## src/rtl/lattice_readout.sv

```systemverilog
// Frame readout: scans the lattice, sums the 9 direction distributions per cell and
// streams raster-ordered (hor, vert, density) pixels through a credit-checked FIFO.
module lattice_readout #(
  parameter  int HPIXELS    = 205,
  parameter  int VPIXELS    = 154,
  parameter  int DATA_WIDTH = 9,
  parameter  int RD_LATENCY = 2,
  parameter  int FIFO_DEPTH = 8,
  localparam int HOR_SIZE   = $clog2(HPIXELS),
  localparam int VERT_SIZE  = $clog2(VPIXELS),
  localparam int BRAM_SIZE  = $clog2(HPIXELS * VPIXELS),
  localparam int SUM_WIDTH  = DATA_WIDTH + 4
) (
  input  logic                       clk_in,
  input  logic                       rst_in,
  input  logic                       start_in,
  input  logic [8:0][DATA_WIDTH-1:0] data_in,
  output logic [BRAM_SIZE-1:0]       addr_out,
  output logic [HOR_SIZE-1:0]        hor_out,
  output logic [VERT_SIZE-1:0]       vert_out,
  output logic [SUM_WIDTH-1:0]       density_out,
  output logic                       valid_out,
  input  logic                       ready_in,
  output logic                       busy_out,
  output logic                       done
);

  localparam int CNT_W = $clog2(FIFO_DEPTH + 1);
  localparam int PTR_W = $clog2(FIFO_DEPTH);
  localparam logic [HOR_SIZE-1:0]  HOR_LAST  = HOR_SIZE'(HPIXELS - 1);
  localparam logic [VERT_SIZE-1:0] VERT_LAST = VERT_SIZE'(VPIXELS - 1);
  localparam logic [CNT_W:0]       DEPTH_C   = (CNT_W + 1)'(FIFO_DEPTH);

  typedef enum logic [1:0] {IDLE, SCAN, DRAIN} state_t;

  state_t               state_q;
  logic [BRAM_SIZE-1:0] addr_q, lin_q;
  logic [HOR_SIZE-1:0]  hor_q;
  logic [VERT_SIZE-1:0] vert_q;
  logic                 done_q;

  logic                 tagValid_q [0:RD_LATENCY];
  logic [HOR_SIZE-1:0]  tagHor_q   [0:RD_LATENCY];
  logic [VERT_SIZE-1:0] tagVert_q  [0:RD_LATENCY];

  logic                 sumValid_q;
  logic [SUM_WIDTH-1:0] sum_q;
  logic [HOR_SIZE-1:0]  sumHor_q;
  logic [VERT_SIZE-1:0] sumVert_q;

  logic [HOR_SIZE-1:0]  memHor_q     [0:FIFO_DEPTH-1];
  logic [VERT_SIZE-1:0] memVert_q    [0:FIFO_DEPTH-1];
  logic [SUM_WIDTH-1:0] memDensity_q [0:FIFO_DEPTH-1];
  logic [PTR_W-1:0]     wrPtr_q, rdPtr_q;
  logic [CNT_W-1:0]     count_q, inflight_q;

  logic                 issue, lastCell, push, pop, drainDone;
  logic [CNT_W-1:0]     count_d, inflight_d;
  logic [SUM_WIDTH-1:0] sum_d;

  // A read may only be issued if every outstanding tag is guaranteed a FIFO slot.
  always_comb begin
    issue      = (state_q == SCAN) &&
                 (({1'b0, count_q} + {1'b0, inflight_q}) < DEPTH_C);
    lastCell   = (hor_q == HOR_LAST) && (vert_q == VERT_LAST);
    push       = sumValid_q;
    pop        = (count_q != '0) && ready_in;
    count_d    = count_q + CNT_W'(push) - CNT_W'(pop);
    inflight_d = inflight_q + CNT_W'(issue) - CNT_W'(push);
    drainDone  = (state_q == DRAIN) && (inflight_d == '0) && (count_d == '0);
    sum_d      = '0;
    for (int i = 0; i < 9; i++) begin
      sum_d = sum_d + SUM_WIDTH'(data_in[i]);
    end
  end

  always_ff @(posedge clk_in) begin
    if (rst_in) begin
      state_q    <= IDLE;
      addr_q     <= '0;
      lin_q      <= '0;
      hor_q      <= '0;
      vert_q     <= '0;
      done_q     <= 1'b0;
      for (int k = 0; k <= RD_LATENCY; k++) begin
        tagValid_q[k] <= 1'b0;
        tagHor_q[k]   <= '0;
        tagVert_q[k]  <= '0;
      end
      sumValid_q <= 1'b0;
      sum_q      <= '0;
      sumHor_q   <= '0;
      sumVert_q  <= '0;
      for (int j = 0; j < FIFO_DEPTH; j++) begin
        memHor_q[j]     <= '0;
        memVert_q[j]    <= '0;
        memDensity_q[j] <= '0;
      end
      wrPtr_q    <= '0;
      rdPtr_q    <= '0;
      count_q    <= '0;
      inflight_q <= '0;
    end else begin
      done_q <= 1'b0;
      case (state_q)
        IDLE: begin
          if (start_in) begin
            state_q <= SCAN;
            lin_q   <= '0;
            hor_q   <= '0;
            vert_q  <= '0;
          end
        end
        SCAN: begin
          if (issue) begin
            addr_q <= lin_q;
            lin_q  <= lin_q + BRAM_SIZE'(1);
            if (hor_q == HOR_LAST) begin
              hor_q  <= '0;
              vert_q <= vert_q + VERT_SIZE'(1);
            end else begin
              hor_q  <= hor_q + HOR_SIZE'(1);
            end
            if (lastCell) state_q <= DRAIN;
          end
        end
        DRAIN: begin
          if (drainDone) begin
            done_q  <= 1'b1;
            state_q <= IDLE;
          end
        end
        default: state_q <= IDLE;
      endcase

      // The tag travels alongside the fixed BRAM latency so it lines up with data_in.
      tagValid_q[0] <= issue;
      tagHor_q[0]   <= hor_q;
      tagVert_q[0]  <= vert_q;
      for (int k = 1; k <= RD_LATENCY; k++) begin
        tagValid_q[k] <= tagValid_q[k-1];
        tagHor_q[k]   <= tagHor_q[k-1];
        tagVert_q[k]  <= tagVert_q[k-1];
      end

      sumValid_q <= tagValid_q[RD_LATENCY];
      sum_q      <= sum_d;
      sumHor_q   <= tagHor_q[RD_LATENCY];
      sumVert_q  <= tagVert_q[RD_LATENCY];

      if (push) begin
        memHor_q[wrPtr_q]     <= sumHor_q;
        memVert_q[wrPtr_q]    <= sumVert_q;
        memDensity_q[wrPtr_q] <= sum_q;
        wrPtr_q               <= wrPtr_q + PTR_W'(1);
      end
      if (pop) rdPtr_q <= rdPtr_q + PTR_W'(1);
      count_q    <= count_d;
      inflight_q <= inflight_d;
    end
  end

  assign addr_out    = addr_q;
  assign hor_out     = memHor_q[rdPtr_q];
  assign vert_out    = memVert_q[rdPtr_q];
  assign density_out = memDensity_q[rdPtr_q];
  assign valid_out   = (count_q != '0);
  assign busy_out    = (state_q != IDLE);
  assign done        = done_q;

endmodule

```

## config.mk

```make
export PLATFORM = sky130hd
export DESIGN_NAME = lattice_readout
export DESIGN_NICKNAME = d
export VERILOG_FILES = /design/src/rtl/lattice_readout.sv
export SDC_FILE = /design/constraint.sdc
export NUM_CORES = 1
export LEC_CHECK = 0
export CAP_MARGIN = 30
export CORE_MARGIN = 1
export CORE_UTILIZATION = 59
export DETAILED_ROUTE_END_ITERATION = 7
export PLACE_DENSITY = 0.8
export SYNTH_ARGS = -nofsm -noshare
export SYNTH_HDL_FRONTEND = slang
export SYNTH_SLANG_ARGS = --single-unit
```

## constraint.sdc

```tcl
create_clock -name clk_in -period 5.8 [get_ports clk_in]
set_input_delay 1.16 -clock clk_in [delete_from_list [all_inputs] [get_ports clk_in]]
set_output_delay 1.16 -clock clk_in [all_outputs]
set_load 0.01 [all_outputs]
```

; After elaboration in Yosys (flattened, before gate mapping)
; Memories as Yosys holds them, arrays and structs flattened. A register that Yosys moved wholly into a read port is not among the register bits.
; Index checks and enable logic that the tools add are counted.
[word_totals]
word_cells = 120
memories = 6
ff_bits = 76
in_bits = 85
ram_bits = 283
output_inout_bits = 47
[mem_list]
columns = memory, words, word_bits, rd, rd_ports_with_merged_regs, wr, line_no
row1 = memDensity_q, 8, 13, 1, 1, 8, 53  ; logic [SUM_WIDTH-1:0] memDensity_q [0:FIFO_DEPTH-1];
row2 = memHor_q, 8, 8, 1, 1, 8, 51  ; logic [HOR_SIZE-1:0] memHor_q [0:FIFO_DEPTH-1];
row3 = memVert_q, 8, 8, 1, 1, 8, 52  ; logic [VERT_SIZE-1:0] memVert_q [0:FIFO_DEPTH-1];
row4 = tagHor_q, 3, 8, 3, 1, 3, 43  ; logic [HOR_SIZE-1:0] tagHor_q [0:RD_LATENCY];
row5 = tagVert_q, 3, 8, 3, 1, 3, 44  ; logic [VERT_SIZE-1:0] tagVert_q [0:RD_LATENCY];
row6 = tagValid_q, 3, 1, 3, 1, 3, 42  ; logic tagValid_q [0:RD_LATENCY];
[classes]
add_sub_neg = 18
n_lt_le_gt_ge = 1
n_reduce_logical = 19
bitwise_logic = 10
n_mux = 46
n_eq_ne = 9
[ops]
columns = operator, n
row1 = 8-bit two-way mux, 13
row2 = 13-bit by 9-bit adder with 13-bit output, 4
row3 = 8-bit case mux with 2 select lines, 2
row4 = 15-bit two-way mux, 2
row5 = 15-bit case mux with 2 select lines, 1
row6 = 3-bit two-way mux, 9
row7 = "8-bit by 1-bit adder with 8-bit output, second input constant", 2
row8 = "8-bit equality test, second input constant", 2
row9 = 8-bit OR reduction, 2
row10 = "15-bit by 1-bit adder with 15-bit output, second input constant", 1
row11 = 12-bit by 9-bit adder with 13-bit output, 1
row12 = 1-bit two-way mux, 13
row13 = 13-bit two-way mux, 1
row14 = 13-bit OR reduction, 1
row15 = 11-bit by 9-bit adder with 12-bit output, 1
row16 = 10-bit by 9-bit adder with 11-bit output, 1
row17 = 9-bit by 9-bit adder with 10-bit output, 1
row18 = 1-bit OR, 9
row19 = 4-bit by 1-bit adder with 4-bit output, 2
row20 = 4-bit zero test, 2
row21 = 2-bit two-way mux, 4
row22 = "2-bit != test, second input constant", 4
row23 = 4-bit AND reduction, 2
row24 = 4-bit by 1-bit subtractor with 4-bit output, 2
row25 = other kinds (15), 21

; Logic depth before layout (Yosys ltp)
; Gate-level depths: netlist of the first run.
[logic_depth]
ltp_word = 10
depth_mapped = 16
mapped_depth_nobuf = 16

; Worst setup path after synthesis of the first run
; No wires, ideal clock.
[synth_timing]
kind = input to register
start = input data_in[6] (netlist bit)
end = register sum_q[11]
required_time_ns = 5.668
arrival_time_ns = 4.678
setup_slack_ns = 0.990
cell_stages = 14
setup_ns = 0.132
n_path_buf = 0
path_cell_list = inv_1 fa_1 inv_1 fa_1 fa_1 inv_1 fa_1 inv_1 ha_1 a2111oi_0 o21ai_0 o2111ai_1 a21o_1 a21oi_1
[synth_via]
elab_chain_cells = 8
[synth_lines]
columns = element, line_no
row1 = "start, declared", 17  ; input logic [8:0][DATA_WIDTH-1:0] data_in,
row2 = 9-bit by 9-bit adder with 10-bit output, 73  ; sum_d = sum_d + SUM_WIDTH'(data_in[i]);
row3 = 10-bit by 9-bit adder with 11-bit output, 73
row4 = 11-bit by 9-bit adder with 12-bit output, 73
row5 = 12-bit by 9-bit adder with 13-bit output, 73
row6 = 13-bit by 9-bit adder with 13-bit output (4 in series), 73
row7 = "end signal, assigned", 147  ; sum_q <= sum_d;
row8 = "end, declared", 47  ; logic [SUM_WIDTH-1:0] sum_q;
; No other way between the ends.
; A chain may end at the register's enable or synchronous reset.

; Worst setup path in the final report of the first run
[layout_timing]
start = input data_in[2] (netlist bit)
end = register sum_q[10]
; The elaborated chain is that of the path after synthesis.

==> metrics.txt, run 1 <==
# TYPE chip_impl_metric gauge
chip_impl_info{name="outcome",value="finished clean"} 1
chip_impl_info{name="critical_setup_path_class",value="in2reg"} 1
chip_impl_metric{name="cts-htree-levels",unit=""} 2
chip_impl_metric{name="layout.area.seq",unit="sq um"} 9920
chip_impl_metric{name="synth_compound_gate_area_share",unit="%"} 3.22
chip_impl_metric{name="final_min_period_over_clock_period",unit="%"} 87.0
chip_impl_metric{name="die_w",unit="microns"} 174
chip_impl_metric{name="timing_worst_slew_pin_value",unit="ps"} 1010
chip_impl_metric{name="yosys_register_bits",unit=""} 379
chip_impl_metric{name="grt_antenna_before_repair",unit=""} 1
chip_impl_metric{name="place.detailed.hpwl",unit="microns"} 20700
chip_impl_metric{name="synth_simple_gate_area_share",unit="%"} 15.1
chip_impl_metric{name="final-instance-count-excl-fill",unit=""} 1859
chip_impl_info{name="cpMaxStageDelayCell",value="fa_1"} 1
chip_impl_metric{name="viasPerCell",unit=""} 5.51
chip_impl_metric{name="drt_pre_antenna_iters",unit=""} 5
chip_impl_metric{name="overflow",unit=""} 0
chip_impl_metric{name="floorplan.initialDensity",unit="%"} 60.4
chip_impl_metric{name="synth_sequential_area_ratio",unit="%"} 56.7
chip_impl_info{name="min_path_type",value="reg2reg"} 1
chip_impl_metric{name="final-max-slew-violation-count",unit=""} 0
chip_impl_metric{name="post_synth_instance_area",unit="sq um"} 17500
chip_impl_info{name="synth_top_family_by_area",value="simple AND/OR/NAND/NOR gates"} 1
chip_impl_metric{name="num_vias",unit=""} 10200
chip_impl_metric{name="post_cts.resized_instances",unit=""} 0
chip_impl_metric{name="tritoncts.num_buffers",unit=""} 39
chip_impl_metric{name="pwr-share-comb",unit="%"} 27.5
chip_impl_metric{name="p_seq_share",unit="%"} 41.9
chip_impl_metric{name="max_cap_viol_count",unit=""} 0
chip_impl_metric{name="worstPathArrival",unit="ps"} 5410
chip_impl_metric{name="worst-path-buf-inv",unit=""} 6
chip_impl_metric{name="grt_pass1_wl",unit="microns"} 56200
chip_impl_metric{name="power_leakage",unit="nW"} 7.79
chip_impl_metric{name="antenna_cells_inserted",unit=""} 0
chip_impl_metric{name="grt_usage",unit="%"} 24.0
chip_impl_metric{name="detail_route.wirelength",unit="microns"} 35300
chip_impl_metric{name="max_clock_freq",unit="MHz"} 198
chip_impl_metric{name="vdd_ir_drop_max",unit="V"} 0.000300
chip_impl_metric{name="final_hold_viols",unit=""} 0
chip_impl_metric{name="syn_inst",unit=""} 1325
chip_impl_metric{name="cts_setup_buffers",unit=""} 0
chip_impl_metric{name="hold-worst-slack",unit="ps"} 423
chip_impl_metric{name="totalNegativeSetupSlack",unit="ps"} 0
chip_impl_metric{name="relSlewSlack",unit="%"} 33.0
chip_impl_metric{name="cts-hold-fix-buffers",unit=""} 0
chip_impl_metric{name="grt_start_max_net_pins",unit=""} 72
chip_impl_metric{name="yosys.area_share.adder",unit="%"} 9.58
chip_impl_metric{name="cellPowerDensity",unit="nW/um^2"} 380
chip_impl_metric{name="cts-root-to-sink-buffers",unit=""} 3
chip_impl_metric{name="setup_viol_count_final",unit=""} 0
chip_impl_metric{name="synth_async_sr_flop_share",unit="%"} 0
chip_impl_info{name="clk_root_buffer_cell",value="clkbuf_16"} 1
chip_impl_metric{name="max_stage_delay",unit="ps"} 550
chip_impl_metric{name="final_nets",unit=""} 1625
chip_impl_metric{name="synth.avg_cell_area",unit="sq um"} 13.2
chip_impl_metric{name="clk_pin_slew",unit="ps"} 60
chip_impl_metric{name="gp_congestion",unit=""} 0.781
chip_impl_metric{name="syn2layout_area_growth",unit="%"} 16.5
chip_impl_info{name="path_cells",value="clkdlybuf4s50_1 -> inv_1 -> fa_1 -> inv_1 -> fa_1 -> fa_1 -> inv_1 -> fa_1 -> inv_1 -> ha_1 -> inv_1 -> fa_1 -> nor2b_1 -> o211ai_1 -> a21oi_1 -> o21a_1 -> nor3_1"} 1
chip_impl_info{name="worstSetupStartpointType",value="primary input"} 1
chip_impl_metric{name="number_of_sinks_on_the_clock_net",unit=""} 379
chip_impl_info{name="most_common_cell_after_layout_fill_and_taps_aside",value="and2_1"} 1
chip_impl_metric{name="drive_above_1_share",unit="%"} 12.5
chip_impl_metric{name="placement.io_buffers",unit=""} 131
chip_impl_metric{name="chipHeight",unit="microns"} 174
chip_impl_info{name="layout_common_cells",value="and2_1 (237), edfxtp_1 (232), dfxtp_1 (145)"} 1
chip_impl_metric{name="std_cell_rows",unit=""} 62
chip_impl_metric{name="drt_iter0_drc",unit=""} 821
chip_impl_metric{name="final_standard_cell_utilization_of_the_core",unit="%"} 70.4
chip_impl_info{name="critical_path.endpoint_type",value="register"} 1
chip_impl_metric{name="net-switching-power",unit="mW"} 2.27
chip_impl_metric{name="numPlacedInstances",unit=""} 1787
chip_impl_metric{name="placement_stage_cell_area",unit="sq um"} 19200
chip_impl_metric{name="drt-wirelength-per-cell",unit="microns"} 19.0
chip_impl_metric{name="synth.mux.area_fraction",unit="%"} 9.45
chip_impl_metric{name="clk_skew",unit="ps"} 31.0
chip_impl_metric{name="multi_input_comb_area",unit="sq um"} 6910
chip_impl_metric{name="first_global_vias",unit=""} 10700
chip_impl_info{name="synth-main-ff-cell",value="edfxtp_1"} 1
chip_impl_metric{name="final.min_clock_period",unit="ps"} 5050
chip_impl_metric{name="worst-path-max-fanout",unit=""} 3
chip_impl_metric{name="switching_share_of_power",unit="%"} 29.4
chip_impl_metric{name="yosys.cell_types.count",unit=""} 48
chip_impl_metric{name="clockPowerShare",unit="%"} 30.6
chip_impl_metric{name="power.internal",unit="mW"} 5.46
chip_impl_metric{name="drtAntennaViolNets",unit=""} 0
chip_impl_metric{name="dieArea",unit="sq um"} 30300
chip_impl_metric{name="core_area",unit="sq um"} 28900
chip_impl_metric{name="finish.instance_area",unit="sq um"} 20400
chip_impl_metric{name="detail_route.drc_violations",unit=""} 0
chip_impl_metric{name="net_count_synth",unit=""} 1506
chip_impl_info{name="unrepaired_setup_endpoints_after_global_routing",value="false"} 1
chip_impl_metric{name="critical_path_required",unit="ps"} 6160
chip_impl_metric{name="worst_skew_pair_latency",unit="ps"} 540
chip_impl_metric{name="synth_enable_flop_cells",unit=""} 232
chip_impl_metric{name="yosysWarnings",unit=""} 0
chip_impl_metric{name="filler_cells",unit=""} 1992
chip_impl_metric{name="yosys.area_share.xor_xnor",unit="%"} 1.95
chip_impl_metric{name="ios",unit=""} 132
chip_impl_info{name="critical_path.top_delay_family",value="adder cells"} 1
chip_impl_info{name="tritoncts_clock_tree",value="done"} 1
area by class of cell:
type,instances,share of cell area [%]
clock buffer,59,5.58
clock inverter,13,0.405
timing repair buffer,144,6.90
sequential,379,48.7
inverter,117,2.16
tap,384,2.36
multi-input combinational,763,33.9
registers in the layout (all words and copies together) (netlist names), 8 cells and up, named ones only:
name and count:
sum_q 13, memHor_q 64, sumHor_q 8, tagVert_q 24, vert_q 8, memVert_q 64
memDensity_q 104, sumVert_q 8, addr_out 15, hor_q 8, lin_q 15, tagHor_q 24
cells by family after synthesis:
| logic type | Yosys count |
|---|---|
| xor gates and xnor gates | 39 |
| buffers and inverters | 183 |
| AOI/OAI and AO/OA | 78 |
| DFF | 379 |
| and+or+nand+nor | 461 |
| adders and majority gates | 96 |
| muxes | 89 |
synth_stat cells, types with 3 or more instances:
library cell    n  area share, %
and2_1        237            8.5
edfxtp_1      232             40
dfxtp_1       147             17
inv_1         116            2.5
nor2b_1        72            2.6
fa_1           63            7.2
mux4_2         58            7.5
nor2_1         49            1.1
clkbuf_1       48            1.0
nand2_1        45           0.97
ha_1           33            2.4
mux2_2         29            1.9
a21oi_1        28           0.80
xor2_1         23            1.2
xnor2_1        16           0.80
buf_2          11           0.31
nor3_1         10           0.29
o2111ai_1      10           0.50
o211ai_1        9           0.39
or2_2           9           0.32
and3_1          8           0.29
nor4_1          8           0.29
o21ai_0         8           0.23
nand3_1         7           0.20
buf_1           6           0.13
nand4_1         5           0.18
a2111oi_2       4           0.34
a21o_1          4           0.17
nand2b_1        4           0.14
a211oi_1        3           0.13
o21a_1          3           0.13
stage by stage:
stage          setup slack (ps)  power, mW
2_1_floorplan               990       4.79
3_3_place_gp                355       5.36
6_report                    753       7.74
5_1_grt                     496       8.15
3_5_place_dp                230       5.44
4_1_cts                     775       7.80
power groups by stage:
stage | Sequential [mW] | Combinational, mW | Clock [mW]
after floorplan | 3.11 | 1.67 | 0
after global placement | 3.29 | 2.07 | 0
after detailed placement | 3.30 | 2.14 | 0
after CTS | 3.25 | 2.15 | 2.40
after global routing | 3.28 | 2.39 | 2.49
final | 3.24 | 2.13 | 2.37
final timing paths:
check | depth (start not counted) | start | slack (ps) | end
max | 17 | data_in[2] | 750 | sum_q[10]$_SDFF_PP0_
min | 1 | tagHor_q[2][0]$_SDFF_PP0_ | 420 | sumHor_q[0]$_SDFF_PP0_
max reg2reg | 13 | count_q[1]$_SDFF_PP0_ | 2160 | state_q[1]$_SDFFE_PP0P_
min reg2reg | 1 | tagHor_q[2][0]$_SDFF_PP0_ | 420 | sumHor_q[0]$_SDFF_PP0_
per-layer routing:
layer	wire, microns	GRT usage, %	vias up
met3	2390	3.74	64
met2	18400	42.4	334
met5	11	0	-
li1	-	-	4753
met4	765	6.83	2
met1	13700	30.5	5083
(Power assumes the default switching activity.)
==> inputs of run 2 (changes only) <==
CORE_UTILIZATION = 60   (was 59)
CTS_BUF_LIST = sky130_fd_sc_hd__clkbuf_8   (was unset)
PLACE_DENSITY = 0.82   (was 0.8)
==> run 2 against run 1 <==
Against the previous run:
- routed wire length down 2.5%
- critical path depth did not move
- hold slack got worse by 8.6 ps
- combinational power hardly changed
- clock-buffer cell count rose by 9
- total power is 3.9% lower
- utilization rose by 0.29 points
- sequential cell count is the same
- design area decreased by 0.39%
- die area down 1.6%
- register-to-register slack better by 60 ps
- largest cell class unchanged
==> metrics.txt, run 2 (same netlist as run 1, synthesis figures left out) <==
# TYPE chip_impl_metric gauge
chip_impl_info{name="min_path_type",value="reg2reg"} 1
chip_impl_metric{name="num_vias",unit=""} 10200
chip_impl_metric{name="final_nets",unit=""} 1643
chip_impl_info{name="largest_registers",value="memDensity_q x104, memHor_q x64, memVert_q x64"} 1
chip_impl_metric{name="clk_pin_slew",unit="ps"} 60
chip_impl_metric{name="grt_usage",unit="%"} 23.7
chip_impl_metric{name="core_area",unit="sq um"} 28700
chip_impl_metric{name="vdd_ir_drop_max",unit="V"} 0.000270
chip_impl_metric{name="r2r.worst_path.cells",unit=""} 13
chip_impl_metric{name="dieArea",unit="sq um"} 29800
chip_impl_metric{name="number_of_sinks_on_the_clock_net",unit=""} 379
chip_impl_metric{name="multi_input_comb_area",unit="sq um"} 6940
chip_impl_metric{name="detail_route.wirelength",unit="microns"} 34400
chip_impl_metric{name="worst_skew_pair_latency",unit="ps"} 620
chip_impl_metric{name="grt_pass1_wl",unit="microns"} 55500
chip_impl_metric{name="final-max-slew-violation-count",unit=""} 0
chip_impl_metric{name="cts-htree-levels",unit=""} 2
chip_impl_metric{name="overflow",unit=""} 0
chip_impl_info{name="worstSetupStartpointType",value="primary input"} 1
chip_impl_info{name="cpMaxStageDelayCell",value="fa_1"} 1
chip_impl_metric{name="viasPerCell",unit=""} 5.39
chip_impl_metric{name="cts-root-to-sink-buffers",unit=""} 3
chip_impl_metric{name="drtAntennaViolNets",unit=""} 0
chip_impl_info{name="clk_root_buffer_cell",value="clkbuf_8"} 1
chip_impl_metric{name="layout.area.seq",unit="sq um"} 9920
chip_impl_metric{name="first_global_vias",unit=""} 10800
chip_impl_metric{name="drt_pre_antenna_iters",unit=""} 5
chip_impl_info{name="tritoncts_clock_tree",value="done"} 1
chip_impl_metric{name="cts_setup_buffers",unit=""} 0
chip_impl_metric{name="max_cap_viol_count",unit=""} 0
chip_impl_metric{name="numPlacedInstances",unit=""} 1787
chip_impl_metric{name="cellPowerDensity",unit="nW/um^2"} 366
chip_impl_info{name="critical_setup_path_class",value="in2reg"} 1
chip_impl_info{name="path_cells",value="clkdlybuf4s50_1 -> inv_1 -> fa_1 -> inv_1 -> fa_1 -> fa_1 -> inv_1 -> fa_1 -> inv_1 -> ha_1 -> inv_1 -> fa_1 -> nor2b_1 -> o211ai_1 -> a21boi_0 -> nor3_1 -> nor3_1"} 1
chip_impl_metric{name="clk_skew",unit="ps"} 54.4
chip_impl_metric{name="largest_reg_flops",unit=""} 104
chip_impl_metric{name="relSlewSlack",unit="%"} 33.2
chip_impl_metric{name="post_cts.resized_instances",unit=""} 0
chip_impl_metric{name="totalNegativeSetupSlack",unit="ps"} 0
chip_impl_metric{name="drive_above_1_share",unit="%"} 13.5
chip_impl_metric{name="drt-wirelength-per-cell",unit="microns"} 18.2
chip_impl_metric{name="syn2layout_area_growth",unit="%"} 16.1
chip_impl_metric{name="worstPathArrival",unit="ps"} 5470
chip_impl_metric{name="power_leakage",unit="nW"} 7.89
chip_impl_metric{name="die_w",unit="microns"} 173
chip_impl_metric{name="ios",unit=""} 132
chip_impl_metric{name="placement.io_buffers",unit=""} 131
chip_impl_metric{name="drt_iter0_drc",unit=""} 677
chip_impl_metric{name="max_clock_freq",unit="MHz"} 201
chip_impl_metric{name="grt_antenna_before_repair",unit=""} 0
chip_impl_metric{name="max_stage_delay",unit="ps"} 540
chip_impl_info{name="layout_common_cells",value="and2_1 (237), edfxtp_1 (232), dfxtp_1 (145)"} 1
chip_impl_metric{name="gp_congestion",unit=""} 0.792
chip_impl_info{name="unrepaired_setup_endpoints_after_global_routing",value="false"} 1
chip_impl_info{name="critical_path.endpoint_type",value="register"} 1
chip_impl_metric{name="final_min_period_over_clock_period",unit="%"} 85.9
chip_impl_metric{name="worst-path-max-fanout",unit=""} 3
chip_impl_metric{name="critical_path_required",unit="ps"} 6290
chip_impl_metric{name="min_path_cells",unit=""} 1
chip_impl_metric{name="filler_cells",unit=""} 1921
chip_impl_metric{name="chipHeight",unit="microns"} 173
chip_impl_metric{name="place.detailed.hpwl",unit="microns"} 20500
chip_impl_metric{name="setup_viol_count_final",unit=""} 0
chip_impl_metric{name="final_hold_viols",unit=""} 0
chip_impl_metric{name="floorplan.initialDensity",unit="%"} 60.9
chip_impl_metric{name="grt_start_max_net_pins",unit=""} 79
chip_impl_info{name="most_common_cell_after_layout_fill_and_taps_aside",value="and2_1"} 1
chip_impl_metric{name="final.min_clock_period",unit="ps"} 4980
chip_impl_info{name="register_with_the_most_flip_flops",value="memDensity_q"} 1
chip_impl_metric{name="final-instance-count-excl-fill",unit=""} 1893
chip_impl_metric{name="antenna_cells_inserted",unit=""} 0
chip_impl_metric{name="tritoncts.num_buffers",unit=""} 57
chip_impl_metric{name="timing_worst_slew_pin_value",unit="ps"} 1000
chip_impl_metric{name="detail_route.drc_violations",unit=""} 0
chip_impl_info{name="outcome",value="finished clean"} 1
chip_impl_metric{name="std_cell_rows",unit=""} 62
chip_impl_metric{name="cts-hold-fix-buffers",unit=""} 0
==> run 2: changes by cell type in the layout (fill, tap and decap cells not counted) <==
cell,previous run,this run
clkbuf_4,1,0
clkinvlp_4,0,1
inv_12,0,1
clkinv_2,7,5
clkbuf_8,6,68
inv_6,1,0
nor3_4,0,4
clkinv_1,3,2
nor3_2,4,0
inv_8,1,0
inv_1,116,144
clkbuf_16,40,0
clkbuf_1,12,0
==> run 2: metal layers <==
| metal | vias up | track usage [%] | wire length, microns |
|---|---|---|---|
| li1 | 4792 | - | - |
| met1 | 5054 | 30.1 | 13900 |
| met2 | 307 | 42.3 | 17900 |
| met3 | 47 | 3.80 | 2050 |
| met4 | 0 | 6.27 | 591 |
| met5 | - | 0 | 0 |
==> run 2: stage by stage <==
stage	hold WS (ps)	instance area (sq um)	util [%]	setup slack (ps)	total power [mW]
5_1_grt	430	20300	70.7	482	7.87
6_report	414	20300	70.7	818	7.44
2_1_floorplan	414	17500	-	990	4.79
3_5_place_dp	420	19200	66.8	256	5.44
4_1_cts	409	20300	70.7	847	7.51
3_3_place_gp	416	19200	66.8	358	5.37
==> run 2: worst paths after layout <==
path	slack, ps	end	startpoint
hold / removal	410	tagHor_q[1][3]$_SDFF_PP0_	tagHor_q[0][3]$_SDFF_PP0_
setup / recovery	820	sum_q[8]$_SDFF_PP0_	data_in[2]
hold reg to reg	410	tagHor_q[1][3]$_SDFF_PP0_	tagHor_q[0][3]$_SDFF_PP0_
setup reg to reg	2220	state_q[1]$_SDFFE_PP0P_	count_q[1]$_SDFF_PP0_
==> run 2: final cells by class <==
cell class	instances	area share [%]
flip-flops and latches	379	48.9
repair buffers	144	6.93
well taps	384	2.37
inverters	117	2.16
clock buffers	68	4.61
multi-input cells	763	34.2
clock inverters	38	0.875
==> run 2: critical path, delay by kind of cell <==
family | cells | cell delay [ps]
and+or+nand+nor | 3 | 490
AOI/OAI and AO/OA | 2 | 420
adders and majority gates | 6 | 2610
buffers and inverters | 6 | 770
==> run 2: report_power, final <==
part / internal, mW / switching, mW
logic: 1.11 / 1.04
clock network: 1.07 / 1.00
registers: 3.00 / 0.229
